<file path="src/rtl/nrzi_tx_ctrl.sv">
// -----------------------------------------------------------------------------
// nrzi_tx_ctrl
//
// Transmit controller for an NRZI serial line. Parallel words arrive over a
// valid/ready handshake and are serialized MSB-first. After STUFF_LEN
// consecutive 1s a 0 is stuffed into the stream. The raw bit stream is NRZI
// encoded (1 = hold the line level, 0 = toggle it) and driven from a register.
//
// Parameters
//   WIDTH     : data word width in bits (>= 2)
//   STUFF_LEN : run of consecutive 1s that forces a stuffed 0 (>= 1)
//
// Ports
//   clock     : single clock, all state changes on the rising edge
//   reset_n   : asynchronous active-low reset
//   in_data   : word to transmit, MSB first; sampled only at the accept edge
//   in_valid  : in_data holds a word
//   in_ready  : controller can take a word this cycle (combinational)
//   line_out  : registered NRZI line, idles at 1
//   line_en   : registered, high while a data or stuff bit is on line_out
//   tx_bit    : registered raw (pre-NRZI) bit on the line, stuff bits included
//   word_done : one-cycle pulse while the last bit of a word (or the stuff
//               bit that bit triggered) is on the line
//   busy      : FSM is not idle
//   fsm_state : FSM state (0 = IDLE, 1 = SHIFT, 2 = STUFF) for observation
//
// Handshake: a word moves when in_valid and in_ready are both high at a rising
// clock edge. in_ready never depends on in_valid. A producer that sees
// in_ready low must hold in_valid and in_data unchanged until the transfer;
// nothing is consumed while in_ready is low.
// -----------------------------------------------------------------------------
module nrzi_tx_ctrl #(
  parameter int WIDTH     = 16,
  parameter int STUFF_LEN = 6
) (
  input  logic             clock,
  input  logic             reset_n,
  input  logic [WIDTH-1:0] in_data,
  input  logic             in_valid,
  output logic             in_ready,
  output logic             line_out,
  output logic             line_en,
  output logic             tx_bit,
  output logic             word_done,
  output logic             busy,
  output logic [1:0]       fsm_state
);

  localparam int BW = (WIDTH > 1) ? $clog2(WIDTH) : 1;
  localparam int OW = $clog2(STUFF_LEN + 1);

  localparam logic [BW-1:0] LAST_BIT   = BW'(WIDTH - 1);
  // ones_cnt never exceeds STUFF_LEN-1 while shifting, so matching this value
  // on a 1 bit is the same as ones_cnt+1 reaching STUFF_LEN.
  localparam logic [OW-1:0] STUFF_LAST = OW'(STUFF_LEN - 1);

  typedef enum logic [1:0] {
    S_IDLE  = 2'd0,
    S_SHIFT = 2'd1,
    S_STUFF = 2'd2
  } state_t;

  state_t state;
  state_t state_nxt;

  // Datapath registers and their next values
  logic [WIDTH-1:0] shreg,     shreg_nxt;
  logic [BW-1:0]    bit_cnt,   bit_cnt_nxt;
  logic [OW-1:0]    ones_cnt,  ones_cnt_nxt;
  logic             word_end,  word_end_nxt;
  logic             line_nxt;
  logic             line_en_nxt;
  logic             tx_bit_nxt;
  logic             word_done_nxt;

  // Decode of the bit being shifted out this cycle
  logic cur_bit;
  logic last_bit;
  logic stuff_hit;
  logic accept;

  assign cur_bit   = shreg[WIDTH-1];
  assign last_bit  = (bit_cnt == LAST_BIT);
  assign stuff_hit = cur_bit && (ones_cnt == STUFF_LAST);
  assign accept    = in_valid && in_ready;

  assign busy      = (state != S_IDLE);
  assign fsm_state = state;

  // A new word can only be taken in a slot where the current one is finished
  // at this edge: idle, the last data bit when it does not trigger a stuff,
  // or the stuff bit that closes a word.
  always_comb begin
    in_ready = 1'b0;
    case (state)
      S_IDLE:  in_ready = 1'b1;
      S_SHIFT: in_ready = last_bit && !stuff_hit;
      S_STUFF: in_ready = word_end;
      default: in_ready = 1'b0;
    endcase
  end

  // ---------------------------------------------------------------------------
  // FSM: state register
  // ---------------------------------------------------------------------------
  always_ff @(posedge clock or negedge reset_n) begin
    if (!reset_n) begin
      state <= S_IDLE;
    end else begin
      state <= state_nxt;
    end
  end

  // ---------------------------------------------------------------------------
  // FSM: next-state logic
  // ---------------------------------------------------------------------------
  always_comb begin
    state_nxt = state;
    case (state)
      S_IDLE: begin
        if (accept) state_nxt = S_SHIFT;
      end
      S_SHIFT: begin
        if (stuff_hit) begin
          state_nxt = S_STUFF;
        end else if (last_bit) begin
          state_nxt = accept ? S_SHIFT : S_IDLE;
        end
      end
      S_STUFF: begin
        if (word_end) begin
          state_nxt = accept ? S_SHIFT : S_IDLE;
        end else begin
          state_nxt = S_SHIFT;
        end
      end
      default: state_nxt = S_IDLE;
    endcase
  end

  // ---------------------------------------------------------------------------
  // FSM: output / datapath next values
  // ---------------------------------------------------------------------------
  always_comb begin
    shreg_nxt     = shreg;
    bit_cnt_nxt   = bit_cnt;
    ones_cnt_nxt  = ones_cnt;
    word_end_nxt  = word_end;
    line_nxt      = line_out;
    line_en_nxt   = line_en;
    tx_bit_nxt    = tx_bit;
    word_done_nxt = 1'b0;

    case (state)
      S_IDLE: begin
        line_nxt     = 1'b1;
        line_en_nxt  = 1'b0;
        tx_bit_nxt   = 1'b1;
        ones_cnt_nxt = '0;
        word_end_nxt = 1'b0;
        if (accept) begin
          shreg_nxt   = in_data;
          bit_cnt_nxt = '0;
        end
      end

      S_SHIFT: begin
        // NRZI: a 1 holds the level, a 0 toggles it
        line_nxt     = cur_bit ? line_out : ~line_out;
        tx_bit_nxt   = cur_bit;
        line_en_nxt  = 1'b1;
        ones_cnt_nxt = cur_bit ? (ones_cnt + OW'(1)) : '0;
        shreg_nxt    = {shreg[WIDTH-2:0], 1'b0};
        // Counter saturates on the last bit; a reload restarts it below.
        bit_cnt_nxt  = last_bit ? bit_cnt : (bit_cnt + BW'(1));

        if (stuff_hit) begin
          // Remember whether the stuff bit is the tail of the word so the
          // STUFF slot knows to close it.
          word_end_nxt = last_bit;
        end else if (last_bit) begin
          word_done_nxt = 1'b1;
          if (accept) begin
            shreg_nxt   = in_data;
            bit_cnt_nxt = '0;
          end
        end
      end

      S_STUFF: begin
        // Stuffed bit is always 0, so the line always toggles
        line_nxt     = ~line_out;
        tx_bit_nxt   = 1'b0;
        line_en_nxt  = 1'b1;
        ones_cnt_nxt = '0;
        word_end_nxt = 1'b0;
        if (word_end) begin
          word_done_nxt = 1'b1;
          if (accept) begin
            shreg_nxt   = in_data;
            bit_cnt_nxt = '0;
          end
        end
      end

      default: begin
        line_nxt     = 1'b1;
        line_en_nxt  = 1'b0;
        tx_bit_nxt   = 1'b1;
        ones_cnt_nxt = '0;
        word_end_nxt = 1'b0;
      end
    endcase
  end

  // ---------------------------------------------------------------------------
  // Datapath registers
  // ---------------------------------------------------------------------------
  always_ff @(posedge clock or negedge reset_n) begin
    if (!reset_n) begin
      shreg     <= '0;
      bit_cnt   <= '0;
      ones_cnt  <= '0;
      word_end  <= 1'b0;
      line_out  <= 1'b1;
      line_en   <= 1'b0;
      tx_bit    <= 1'b1;
      word_done <= 1'b0;
    end else begin
      shreg     <= shreg_nxt;
      bit_cnt   <= bit_cnt_nxt;
      ones_cnt  <= ones_cnt_nxt;
      word_end  <= word_end_nxt;
      line_out  <= line_nxt;
      line_en   <= line_en_nxt;
      tx_bit    <= tx_bit_nxt;
      word_done <= word_done_nxt;
    end
  end

endmodule
</file>
<file path="config.mk">
export PLATFORM = sky130hd
export DESIGN_NAME = nrzi_tx_ctrl
export DESIGN_NICKNAME = d
export VERILOG_FILES = /design/src/rtl/nrzi_tx_ctrl.sv
export SDC_FILE = /design/constraint.sdc
export NUM_CORES = 1
export LEC_CHECK = 0
export BUFFER_PORTS_ARGS = -buffer_cell sky130_fd_sc_hd__buf_2
export CAP_MARGIN = 15
export CELL_PAD_IN_SITES_DETAIL_PLACEMENT = 2
export CELL_PAD_IN_SITES_GLOBAL_PLACEMENT = 2
export CORE_MARGIN = 2
export CORE_UTILIZATION = 39
export CTS_CLUSTER_DIAMETER = 60
export DETAILED_ROUTE_END_ITERATION = 7
export GPL_ROUTABILITY_DRIVEN = 0
export HOLD_SLACK_MARGIN = 0.05
export PLACE_DENSITY = 0.82
export SLEW_MARGIN = 20
export SYNTH_ARGS = -nofsm -noshare
export SYNTH_HDL_FRONTEND = slang
export SYNTH_SLANG_ARGS = --single-unit
</file>
<file path="constraint.sdc">
create_clock -name clock -period 4.95 [get_ports clock]
set_clock_uncertainty 0.05 [all_clocks]
set_input_delay 0.2475 -clock clock [delete_from_list [all_inputs] [get_ports clock]]
set_output_delay 0.2475 -clock clock [all_outputs]
set_load 0.05 [all_outputs]
</file>
# After elaboration in Yosys (flattened, before gate mapping)
# Index checks and enable logic that the tools add are counted.
[totals] output_inout_bits=8 elab_cells=63 ff_bits=30 in_bits=19
[op_classes] add_sub_neg=2 n_eq_ne=9 n_mux=32 bitwise=1 reduce_logical=10
[ops] cell="2-to-1 mux 16 bit" n=5
[ops] cell="case mux 16 bit (3 select lines)" n=1
[ops] cell="2-to-1 mux 4 bit" n=6
[ops] cell="case mux 4 bit (3 select lines)" n=1
[ops] cell="2-to-1 mux 1 bit" n=9
[ops] cell="inequality test 2 bit (second input constant)" n=4
[ops] cell="2-to-1 mux 2 bit" n=3
[ops] cell="2-to-1 mux 3 bit" n=2
[ops] cell="case mux 1 bit (2 select lines)" n=3
[ops] cell="case mux 2 bit (3 select lines)" n=1
[ops] cell="adder 4 x 1 -> 4 bit (second input constant)" n=1
[ops] cell="== test 4 bit (second input constant)" n=1
[ops] cell="AND reduction 2 bit" n=2
[ops] cell="adder 3 x 1 -> 3 bit (second input constant)" n=1
[ops] cell="== test 3 bit (second input constant)" n=1
[ops] cell="logical AND 1 bit" n=3
[ops] cell="inequality test 3 bit (second input constant)" n=1
[ops] cell="case mux 1 bit (3 select lines)" n=1
[ops] cell="nonzero test 3 bit" n=1
[ops] cell="== test 2 x 1 -> 1 bit (second input constant)" n=1
[ops] cell="== test 2 bit (second input constant)" n=1
[ops] cell="logical NOT 2 bit" n=1
[ops] cell="nonzero test 2 bit" n=1
[ops] cell="OR reduction 2 bit" n=1
[ops] cell="other kinds (2)" n=2

# Longest topological paths before layout
# Gate-level depths: netlist of run 1.
[logic_depth] depth_word=10 ltp_mapped=8

# Least setup slack after synthesis of run 1
# Ideal clock, no wire load.
[synth_path] path_type="register to register" startpoint="reg state[0] (netlist: fsm_state[0])" endpoint="reg shreg[2]" stages_incl_launch_ff=7 setup_slack_ns=2.493 t_arrival_ns=2.280 path_buffers=1 period_less_slack_ns=2.457 setup_ns=0.128 cell_sequence="dfrtp_1 ha_1 nand2b_1 o31ai_4 buf_6 mux2_1 mux2_1"
[synth_via] elab_chain_len=7
[synth_rtl] item="start: declaration" line_no="63" source="state_t state;"
[synth_rtl] item="start signal: assignment" line_no="110" source="state <= state_nxt;"
[synth_rtl] item="== test 2 bit, or another cell as far along" line_no="95, 154"
[synth_rtl] item="case mux 1 bit (3 select lines)" line_no="95" source="case (state)"
[synth_rtl] item="logical AND 1 bit" line_no="85" source="assign accept = in_valid && in_ready;"
[synth_rtl] item="2-to-1 mux 16 bit" line_no="183" source="if (accept) begin"
[synth_rtl] item="2-to-1 mux 16 bit" line_no="181" source="end else if (last_bit) begin"
[synth_rtl] item="2-to-1 mux 16 bit" line_no="177" source="if (stuff_hit) begin"
[synth_rtl] item="case mux 16 bit (3 select lines)" line_no="154" source="case (state)"
[synth_rtl] item="end signal: assignment" line_no="230" source="shreg <= shreg_nxt;"
[synth_rtl] item="end: declaration" line_no="67" source="logic [WIDTH-1:0] shreg, shreg_nxt;"
# Several ways; a longest one is shown, not always the timed one. The select of a mux whose other input is x is not followed.
# A chain may end at the register's enable or synchronous reset.

# Worst setup path after layout of run 1
[layout_path] startpoint="reg state[1] (netlist: fsm_state[1])" endpoint="reg shreg[13]"
# The elaborated chain is that of the path after synthesis.

==> summary by stage, run 1 <==
Outcome
The run finished with clean final reports.

Clocking
The clock root buffer master is clkbuf_8. The number of levels the H-tree was split into is 2. The total CTS buffers is 5. The number of gates resized after CTS was 0. The clock-pin slew on the worst setup and hold paths is ~0.060 ns. The count of clock tree sinks is 30.

The later-pin clock latency in the skew report is around 0.28 ns. The clock passes through at most 2 buffers. TritonCTS built the clock tree.

Timing
For the pin with the worst max-slew slack, the measured transition is 0.928 ns. Setup repair after global routing left no endpoint under its margin. Hold timing on the final database bottoms out at a slack of between 0.15 and 0.2 ns. After routing, the total negative slack on setup checks comes to 0 ns. The ratio of final minimum period to clock period is 59.5%. Based on the critical path, the design can be clocked at up to around 340 MHz. The final number of max-transition violations is 0. The number of setup violations in the final report is 0. Subtracting the final worst setup slack from the clock period gives around 3 ns. In this run the tightest slew margin relative to its limit is between 30% and 40%. The final number of hold-violating endpoints was 0. After layout, the worst setup slack is ~2 ns.

Pwr
The leakage power figure is around 0.84 nW. The worst supply voltage drop on vdd is approximately 290 uV. The areal power density over the cells is approximately 630 mW/mm^2.

Place
The worst setup timing slack at the placement stage is between 2 and 2.5 ns. The wire-length estimate of the detail-placed layout is about 2500 microns. Port buffering added 26 buffers.

The total instance count after detailed placement is 202.

Finish
The proportion of layout cells with a drive suffix above 1 is between 30% and 40%. The area overhead of the layout relative to synthesis is 17.1%. Once layout is complete, the cells apart from fillers number 211. The layout filler cell count is between 400 and 500. The area of all sequential standard cells is between 700 and 800 sq um. The area occupied by multi-input gates is around 760 sq um. The net count of the finished layout is 186. Measured on the finished design, the core utilization comes to a little under half.

The number of antenna diodes is 0.

Global routing
The first global-routing pass estimated between 6000 and 7000 microns of wire. Global routing finished with a remaining overflow of 0. The number of global-route vias before repair is roughly 1300. Entering global routing, the biggest net connects 31 pins.

The initial antenna violation count is 0. Global routing used 19.4% of the available tracks.

Floorplan
The initial standard-cell utilization of the core is roughly two fifths. The placement row count is 23. In this run the horizontal extent of the chip is roughly 68 microns.

Measured along the y axis, the die boundary spans between 60 and 70 microns. After floorplanning, the core was sized to cover 0.00394 sq mm. The floorplan die area is around 0.0046 sq mm. In this run the count of I/O pins placed on the die edge is 27.

Logic synthesis
By area the synthesized netlist is led by dfrtp_1 (44%), mux2_2 (11%), mux2_1 (10%). A synthesized cell averages 12.0 sq um. Synthesis inferred 30 register bits.

The biggest area contributor in the post-synthesis netlist is dfrtp_1. The total nets after synthesis is ~160. In this run, distinct cell masters in the synthesized netlist total 35. The register area share after synthesis is 47.8%. Summing every instance area after synthesis gives around 0.0016 sq mm. Yosys printed 0 warnings.

The area share of the leading cell type in the synthesized netlist is 44.4%. The cell count after synthesis came out at about 130.

Worst setup path
The kind of end point of the critical path is a register. The reg-to-reg startpoint is fsm_state[1]. Data on the critical path arrives at its endpoint at approximately 3 ns. STA classifies the critical path startpoint as a register. The launch point of the worst path is fsm_state[1]. Of all nets on the critical path, the largest fanout is 20. STA puts the critical path data required time at between 5 and 6 ns. The worst setup path is of the register to register kind.

Drt
Before antenna repair, the detailed router went through 4 iterations. After detailed routing, the number of vias per cell comes to ~5.2. The total wirelength of the detailed-routed design is roughly 4000 microns. The average wire per standard cell is 18.5 microns. In this run, the number of DRC markers left after iteration 0 of detailed routing was 43. After detailed routing, the number of remaining DRC violations is 0. The detailed router placed 1102 vias in this run. In this run the remaining antenna-violating nets after routing total 0.

Flow run
Across the run, the number of max-cap violations was 0.

Hold path
The launch point of the worst hold path is in_data[0]. The path class of the tightest hold or removal check is input pin to register.
[what timing repair did]
item,4_1_cts,5_1_grt
setup buffers,0,0
endpoints found under the hold margin,28,0
hold buffers,1,0
[cell families after synthesis]
group	after synthesis	synth area share (%)
multiplexers	30	21.4
flip-flops	30	47.8
AND/OR/NAND/NOR	28	9.52
AO/OA/AOI/OAI	24	11.2
buffers and inverters	11	3.97
adder cells (fa/ha/maj)	7	5.56
XOR/XNOR	1	0.556
[path summary, 6_finish.rpt]
kind	slack, ns	cells past startpoint	endpoint
hold / removal	0.20	3	shreg[0]
setup reg to reg	2.00	6	shreg[13]
max in group asynchronous	3.91	2	shreg[12]
min in group asynchronous	0.50	2	shreg[1]
setup / recovery	2.00	6	shreg[13]
hold reg to reg	0.43	1	ones_cnt[0]
[cell type report]
| cell class | count | share of cell area [%] |
|---|---|---|
| inverters | 6 | 1.22 |
| repair buffers | 27 | 7.59 |
| well taps | 50 | 3.39 |
| flip-flops and latches | 30 | 40.8 |
| clock inverters | 1 | 1.63 |
| clock buffers | 7 | 4.14 |
| multi-input cells | 90 | 41.2 |
[power by group]
part	internal, mW	leakage [nW]	switching, mW
Sequential	0.350	0.373	0.0591
Clock	0.150	0.0524	0.0894
Combinational	0.226	0.414	0.292
[synthesized netlist by cell type]
library cell and count:
dfrtp_1 28, mux2_2 16, mux2_1 14, ha_1 7, inv_1 6, o21ai_0 6, nor2_1 5, a21oi_1 4
nand2_1 4, and2_1 3, and3_1 3, nand3_1 3, a31oi_1 2, buf_2 2, buf_6 2, dfstp_2 2
nand2b_1 2, nand4_1 2, nor2b_1 2, nor3_1 2, o21a_1 2, a21boi_0 1, a21o_1 1, a22o_1 1
a31o_2 1, a32o_1 1, a32oi_1 1, buf_4 1, nand4b_1 1, nor3b_1 1, o21ba_2 1, o21bai_1 1
o311ai_0 1, o31ai_4 1, xnor2_1 1
[registers in the layout, summed over array words and instances (netlist names)]
name and cells:
tx_bit 1, bit_cnt 4, line_en 1, line_out 1
word_done 1, fsm_state 2, shreg 16, ones_cnt 3
word_end 1
[critical path, cell delays in order (launching register included)]
cell and delay (ns):
dfrtp_1 0.43, inv_1 0.13, ha_1 0.41, nand4_1 0.23, o21ai_0 0.41, and2_1 0.75, mux2_2 0.42
[cell usage in the layout, fill, tap and decap left out, types with 3 or more instances in the layout]
| cell type | Yosys | layout |
|---|---|---|
| nand2_1 | 4 | 4 |
| a21oi_1 | 4 | 4 |
| nand3_1 | 3 | 3 |
| buf_2 | 2 | 26 |
| dfrtp_1 | 28 | 28 |
| mux2_1 | 14 | 14 |
| o21ai_0 | 6 | 6 |
| inv_1 | 6 | 6 |
| ha_1 | 7 | 7 |
| mux2_2 | 16 | 16 |
| clkbuf_8 | 0 | 5 |
| and2_1 | 3 | 3 |
| and3_1 | 3 | 3 |
| nor2_1 | 5 | 5 |
[metrics by stage]
step | area, sq um | power, mW
final | 1850 | 1.17
after global routing | 1850 | 1.25
after CTS | 1850 | 1.19
after detailed placement | 1730 | 0.935
after global placement | 1730 | 0.894
after floorplan | 1580 | 0.826
[routing by layer]
| metal | vias to the layer above | track usage (%) | share of wire, % |
|---|---|---|---|
| met2 | 11 | 33.8 | 55 |
| met3 | 2 | 3.50 | 2.0 |
| met5 | - | 0 | 0 |
| li1 | 529 | - | - |
| met4 | 0 | 7.40 | 0.33 |
| met1 | 560 | 23.5 | 43 |
No activity file was read; power rests on OpenSTA's default activity.
==> run 2: changes to the inputs <==
- CORE_UTILIZATION: 39 -> 33
- PLACE_DENSITY: 0.82 -> 0.74
- clock period: 4.95 -> 2.5 ns (I/O delays scaled with it)
==> summary by stage, run 2 (synthesis gave the netlist of run 1 again) <==
Worst setup path
The slack of the worst reg-to-reg path is 0.25 ns (-1.76 ns). The highest fanout seen on the critical path is 16 (-20%). STA classifies the critical path startpoint as a register.

The signal arrival time at the worst endpoint was 2.38 ns (-0.67 ns). The endpoint identified for the worst register-to-register timing path is shreg[2]. The critical path ends at shreg[2]. Tracing the worst setup path back leads to its startpoint at fsm_state[0].

The startpoint identified for the worst register-to-register timing path is fsm_state[0]. The critical path class is register to register. STA classifies the critical path endpoint as a register. The length in cells of the worst reg-to-reg path is 6 (unchanged). The critical path required time was 2.62 ns (-2.44 ns).

Finish
The number of antenna diodes is 0 (unchanged). The largest registers in the layout are shreg (16), bit_cnt (4), ones_cnt (3). The most common cell after layout, fill and taps aside is dfrtp_1. The net count of the finished layout is 192 (+3.2%). The count of non-filler cells in the finished layout came to 221 (+4.7%). The final design instance area without fill came to 0.00189 sq mm (+2.6%). The area overhead of the layout relative to synthesis is 20.1%. In the layout the commonest cells are dfrtp_1 (28), buf_2 (26), mux2_2 (16), mux2_1 (14), ha_1 (7). The flip-flop count of the largest register after layout is 16 (unchanged).

The register ranked first by flip-flop count is shreg. The proportion of layout cells with a drive suffix above 1 is 35.9% (+3.0 points).

Flow run
The number of maximum-capacitance violations was 0 (unchanged).

Timing
The worst-case hold slack came to 0.0946 ns (-0.105 ns). The final number of max-transition violations is 0 (unchanged). The minimum clock period after layout is 2.25 ns (-0.693 ns). The post-route worst setup slack is 0.246 ns (-1.76 ns). Setup repair after global routing left no endpoint under its margin. The slew at the pin with the worst max-slew slack was 0.689 ns (-0.239 ns). The highest attainable clock frequency is 444 MHz (+31%). The ratio of final minimum period to clock period is 90.1% (+31 points).

The final number of hold-violating endpoints is 0 (unchanged). The headroom to the max-slew limit is 54.1% (+16 points). The number of setup violations in the final report is 0 (unchanged). The final setup TNS came to 0 ns (unchanged).

Clocking
The clock tree from TritonCTS is built. The clock root buffer master is clkbuf_8. The worst-case clock buffer depth came to 2 (unchanged). The number of setup buffers added after CTS is 0 (unchanged).

The hold buffer count at cts came to 1 (unchanged). The total CTS buffers came to 5 (unchanged). The later-pin clock latency in the skew report is 0.29 ns (about the same). The number of levels the H-tree was split into is 2 (unchanged).

The clock-pin slew on the worst setup and hold paths was 0.07 ns (about the same). The post-CTS resize count is 0 (unchanged). The count of clock tree sinks is 30 (unchanged).

Floorplan
The initial standard-cell utilization of the core came to 33.8% (-6.2 points). The placement row count is 25 (+8.7%). The die extent in y is 73.1 microns (+8.2%). The die outline width is 73.1 microns (+8.2%).

The floorplan die area is 0.00535 sq mm (+17%). The placeable core area is 0.00466 sq mm (+18%). The count of pins on the block boundary was 27 (unchanged).

Place
The post-detailed-placement cell area is 0.00179 sq mm (+3.6%). The total instance count after detailed placement is 212 (+5.0%). The worst setup timing slack at the placement stage is 0.252 ns (-1.84 ns). The detailed placer's ending HPWL is 2640 microns (+6.7%). The count of buffers from port buffering is 26 (unchanged).

Global routing
The residual overflow from global routing was 0 (unchanged). The initial antenna violation count was 0 (unchanged). The met3 track demand over resource in global routing is 4.70% (+1.2 points). The met1 global-route usage was 19.9% (-3.6 points). The maximum number of pins on one net before global-route repair is 31 (unchanged).

The met2 global-route usage is 24.6% (-9.2 points). The wire length of the first global-routing pass is 6260 microns (-1.5%). The all-layer global routing usage was 15.5% (-3.9 points).

In this run the most used layer during global routing was met2. The number of global-route vias before repair is 1253 (-2.0%).

Drt
The post-route DRC violation count is 0 (unchanged). The average wire per standard cell is 16.3 microns (-12%). The DRC marker count from the first detailed-route iteration was 28 (-35%). The via-per-instance ratio is 5.13 (-1.8%). The number of optimization iterations in the first detailed-route pass is 4 (unchanged).

The remaining number of nets flagged by the antenna check after routing was 0 (unchanged). The via total after detailed routing was 1134 (+2.9%). The total wirelength of the detailed-routed design is 3600 microns (-7.8%).

Pwr
The leakage power figure is 0.868 nW (+3.4%). The worst supply voltage drop on vdd is 393 uV (+36%). The areal power density over the cells is 1240 mW/mm^2 (+96%).

Outcome
The flow ran to the end, and the final reports show no timing, DRC or antenna violations.

Hold path
The tightest min-delay check is of the input pin to register type.
run 2: changes by cell type in the layout (fill, tap and decap cells not counted):
cell | before | now
buf_12 | 0 | 1
buf_4 | 0 | 5
bufinv_16 | 1 | 0
clkbuf_1 | 2 | 1
clkbuf_8 | 5 | 6
clkinv_2 | 0 | 1
run 2: layout make-up:
class	instances	area, sq um
Clock buffer	7	86.3
Clock inverter	1	5.00
Fill cell	486	2770
Inverter	6	22.5
Multi-Input combinational cell	90	761
Sequential cell	30	753
Tap cell	54	67.6
Timing Repair Buffer	33	198
run 2: worst max-delay path: stages (launching register included):
cell	delay (ns)
dfrtp_1	0.45
ha_1	0.29
nand2b_1	0.24
o31ai_4	0.18
buf_4	0.27
mux2_1	0.36
mux2_1	0.29
run 2: layer usage:
metal  part of all wire, %  vias up
li1                      -      538
met1                    44      577
met2                    52       12
met3                   2.9        7
met4                   1.3        0
met5                     0        -
run 2: worst min-delay path by stage:
stage,from,to,depth (start not counted)
5_1_grt,in_data[3],shreg[3],3
2_1_floorplan,reset_n,bit_cnt[0],0
6_report,in_data[0],shreg[0],3
3_3_place_gp,reset_n,shreg[3],1
4_1_cts,in_data[0],shreg[0],3
3_5_place_dp,reset_n,shreg[3],1
run 2: per-stage QoR:
step | utilization, % | power, mW
global placement | 38.4 | 1.88
finish | 40.6 | 2.34
floorplan | - | 1.64
CTS | 40.6 | 2.38
global route | 40.6 | 2.53
detailed placement | 38.4 | 1.96
run 2: report_power, final:
| group | internal, mW | switching, mW | leakage [nW] |
|---|---|---|---|
| Sequential | 0.694 | 0.120 | 0.373 |
| Combinational | 0.535 | 0.583 | 0.447 |
| Clock | 0.222 | 0.190 | 0.0482 |
| Total | 1.45 | 0.893 | 0.868 |
==> run 3: changes to the inputs <==
- BUFFER_PORTS_ARGS: -buffer_cell sky130_fd_sc_hd__buf_2 -> not set
- CORE_UTILIZATION: 33 -> 39
- CTS_BUF_LIST: not set -> sky130_fd_sc_hd__clkbuf_2 sky130_fd_sc_hd__clkbuf_4 sky130_fd_sc_hd__clkbuf_8
- DONT_BUFFER_PORTS: not set -> 1
- PLACE_DENSITY: 0.74 -> 0.76
==> summary by stage, run 3 (synthesis gave the netlist of run 1 again) <==
Pwr
The relative contribution of sequential cells to total power is 38.0% (+3.3 points). The switching component of the power is 0.860 mW (-3.7%). The total internal power came to 1.50 mW (+3.3%).

The worst supply voltage drop on vdd is 527 uV (+34%). The leakage power figure is 0.805 nW (-7.3%). The net switching fraction of the power is 36.5% (-1.6 points). The areal power density over the cells is 1270 mW/mm^2 (+2.8%). The part of the total power dissipated in combinational logic is 41.1% (-6.6 points). The portion of total power attributed to the clock network is 20.9% (+3.3 points).

Hold path
The tightest min-delay check is of the input pin to register type.

Place
The detailed placer's ending HPWL is 2360 microns (-11%). The post-detailed-placement cell area is 0.00165 sq mm (-8.0%). The total instance count after detailed placement is 181 (-15%). The count of buffers from port buffering is 0 (-100%).

Finish
The net count of the finished layout is 172 (-10%). The proportion of layout cells with a drive suffix above 1 is 23.8% (-12 points). The largest registers in the layout are shreg (16), bit_cnt (4), ones_cnt (3). Counting flops per register, the top entry is shreg. The final design instance area without fill was 0.00185 sq mm (-2.1%). The most common cell after layout, fill and taps aside is dfrtp_1. The count of non-filler cells in the finished layout is 197 (-11%).

The area overhead of the layout relative to synthesis is 17.5%. The number of antenna diodes was 0 (unchanged). The flip-flop count of the largest register after layout is 16 (unchanged). Leaving out fill and tap cells, the most frequent cells in the layout are dfrtp_1 (28), mux2_2 (16), mux2_1 (14), ha_1 (7), dlygate4sd3_1 (7).

Timing
The slew at the pin with the worst max-slew slack was 0.460 ns (-0.229 ns). The minimum clock period after layout is 2.28 ns (+0.0235 ns). The headroom to the max-slew limit is 69.4% (+15 points). Setup repair after global routing left no endpoint under its margin. The final number of max-transition violations is 0 (unchanged). The final setup TNS is 0 ns (unchanged). The final number of hold-violating endpoints is 0 (unchanged).

The ratio of final minimum period to clock period is 91.1% (+0.94 points). The number of setup violations in the final report is 0 (unchanged). The highest attainable clock frequency came to 439 MHz (-1.0%).

Global routing
The residual overflow from global routing is 0 (unchanged). The initial antenna violation count came to 0 (unchanged). The maximum number of pins on one net before global-route repair is 31 (unchanged). The all-layer global routing usage is 17.8% (+2.3 points). The number of global-route vias before repair is 1202 (-4.1%). The wire length of the first global-routing pass came to 5810 microns (-7.2%).

Clocking
The clock-pin slew on the worst setup and hold paths came to 0.06 ns (about the same). The number of levels the H-tree was split into was 2 (unchanged). The root buffer cell chosen for the clock tree is clkbuf_8. The number of setup buffers added after CTS was 0 (unchanged). The count of clock tree sinks is 30 (unchanged). The clock tree from TritonCTS is built. The worst-case clock buffer depth is 2 (unchanged).

The total CTS buffers is 5 (unchanged). The later-pin clock latency in the skew report is 0.28 ns (about the same).

Drt
The via total after detailed routing came to 1051 (-7.3%). The post-route DRC violation count is 0 (unchanged). The number of optimization iterations in the first detailed-route pass came to 4 (unchanged). The total wirelength of the detailed-routed design is 3400 microns (-5.6%). The average wire per standard cell is 17.3 microns (+5.9%).

The remaining number of nets flagged by the antenna check after routing is 0 (unchanged). The DRC marker count from the first detailed-route iteration is 41 (+46%). The via-per-instance ratio is 5.34 (+4.0%).

Floorplan
The floorplan die area is 0.00457 sq mm (-15%). The count of pins on the block boundary is 27 (unchanged). The placeable core area was 0.00394 sq mm (-15%).

The initial standard-cell utilization of the core is 40.0% (+6.2 points). The die extent in y came to 67.6 microns (-7.6%). The placement row count was 23 (-8.0%). The die outline width came to 67.6 microns (-7.6%).

Outcome
The run finished with clean final reports.

Worst setup path
The worst setup path is captured at a register. The signal arrival time at the worst endpoint is 2.39 ns (about the same). The critical path required time is 2.61 ns (about the same). The critical path class is register to register. The highest fanout seen on the critical path was 16 (unchanged). The worst setup path is launched from a register.

Flow run
The number of maximum-capacitance violations is 0 (unchanged).
==> run 3: changes by cell type in the layout (fill, tap and decap cells not counted), sizes merged <==
cell	change
bufinv	+1
clkinv	-1
dlygate4sd3	+6
buf	-26
==> run 3: area by class of cell <==
cell class	count	area (sq um)
Fill cell	401	2090
Multi-Input combinational cell	90	761
Sequential cell	30	753
Timing Repair Buffer	13	140
Clock buffer	7	83.8
Tap cell	50	62.6
Clock inverter	1	30.0
Inverter	6	22.5
==> run 3: final timing paths <==
| check | from | to | slack [ns] | cells past startpoint |
|---|---|---|---|---|
| max in group asynchronous | reset_n | tx_bit | 1.92 | 2 |
| worst max-delay path | fsm_state[0] | shreg[6] | 0.22 | 7 |
| worst min-delay path | in_data[1] | shreg[1] | 0.05 | 2 |
| worst max register to register | fsm_state[0] | shreg[6] | 0.22 | 7 |
| worst min register to register | shreg[2] | shreg[2] | 0.44 | 1 |
| min in group asynchronous | reset_n | shreg[3] | 0.24 | 2 |
==> run 3: stage by stage <==
stage	hold slack, ns	total power [mW]	worst slack (ns)	util [%]
2_1_floorplan	-0.221	1.64	0.0426	-
3_3_place_gp	-0.220	1.80	0.304	41.8
3_5_place_dp	-0.220	1.86	0.183	41.8
4_1_cts	0.0535	2.40	0.125	47.0
5_1_grt	0.0650	2.53	0.0645	47.0
6_report	0.0536	2.36	0.223	47.0
==> run 3: critical path, stage by stage (launching register included) <==
cell	delay (ns)
dfrtp_1	0.45
inv_1	0.12
ha_1	0.26
nor3_1	0.30
o21ai_1	0.19
and2_1	0.28
buf_12	0.18
mux2_1	0.31
==> run 3: metal layers <==
metal / track usage [%] / up-vias / routed length [microns]
met5: 0 / - / 0
met4: 8.42 / 0 / 68
met3: 5.33 / 6 / 107
met2: 29.3 / 14 / 1740
met1: 21.2 / 534 / 1490
li1: - / 497 / -
==> run 3: repair_timing <==
action                                  in CTS  in global routing
hold endpoints to repair                    36                  0
hold buffers                                 8                  0
resized for setup                            0                  1
endpoints found under the setup margin       0                  4
==> run 3: power groups by stage <==
stage	logic, mW	clock network (mW)	registers [mW]
after global placement	0.913	0	0.885
final	0.969	0.493	0.895
after floorplan	0.746	0	0.890
after global routing	1.07	0.529	0.932
after CTS	0.989	0.511	0.899
after detailed placement	0.956	0	0.907
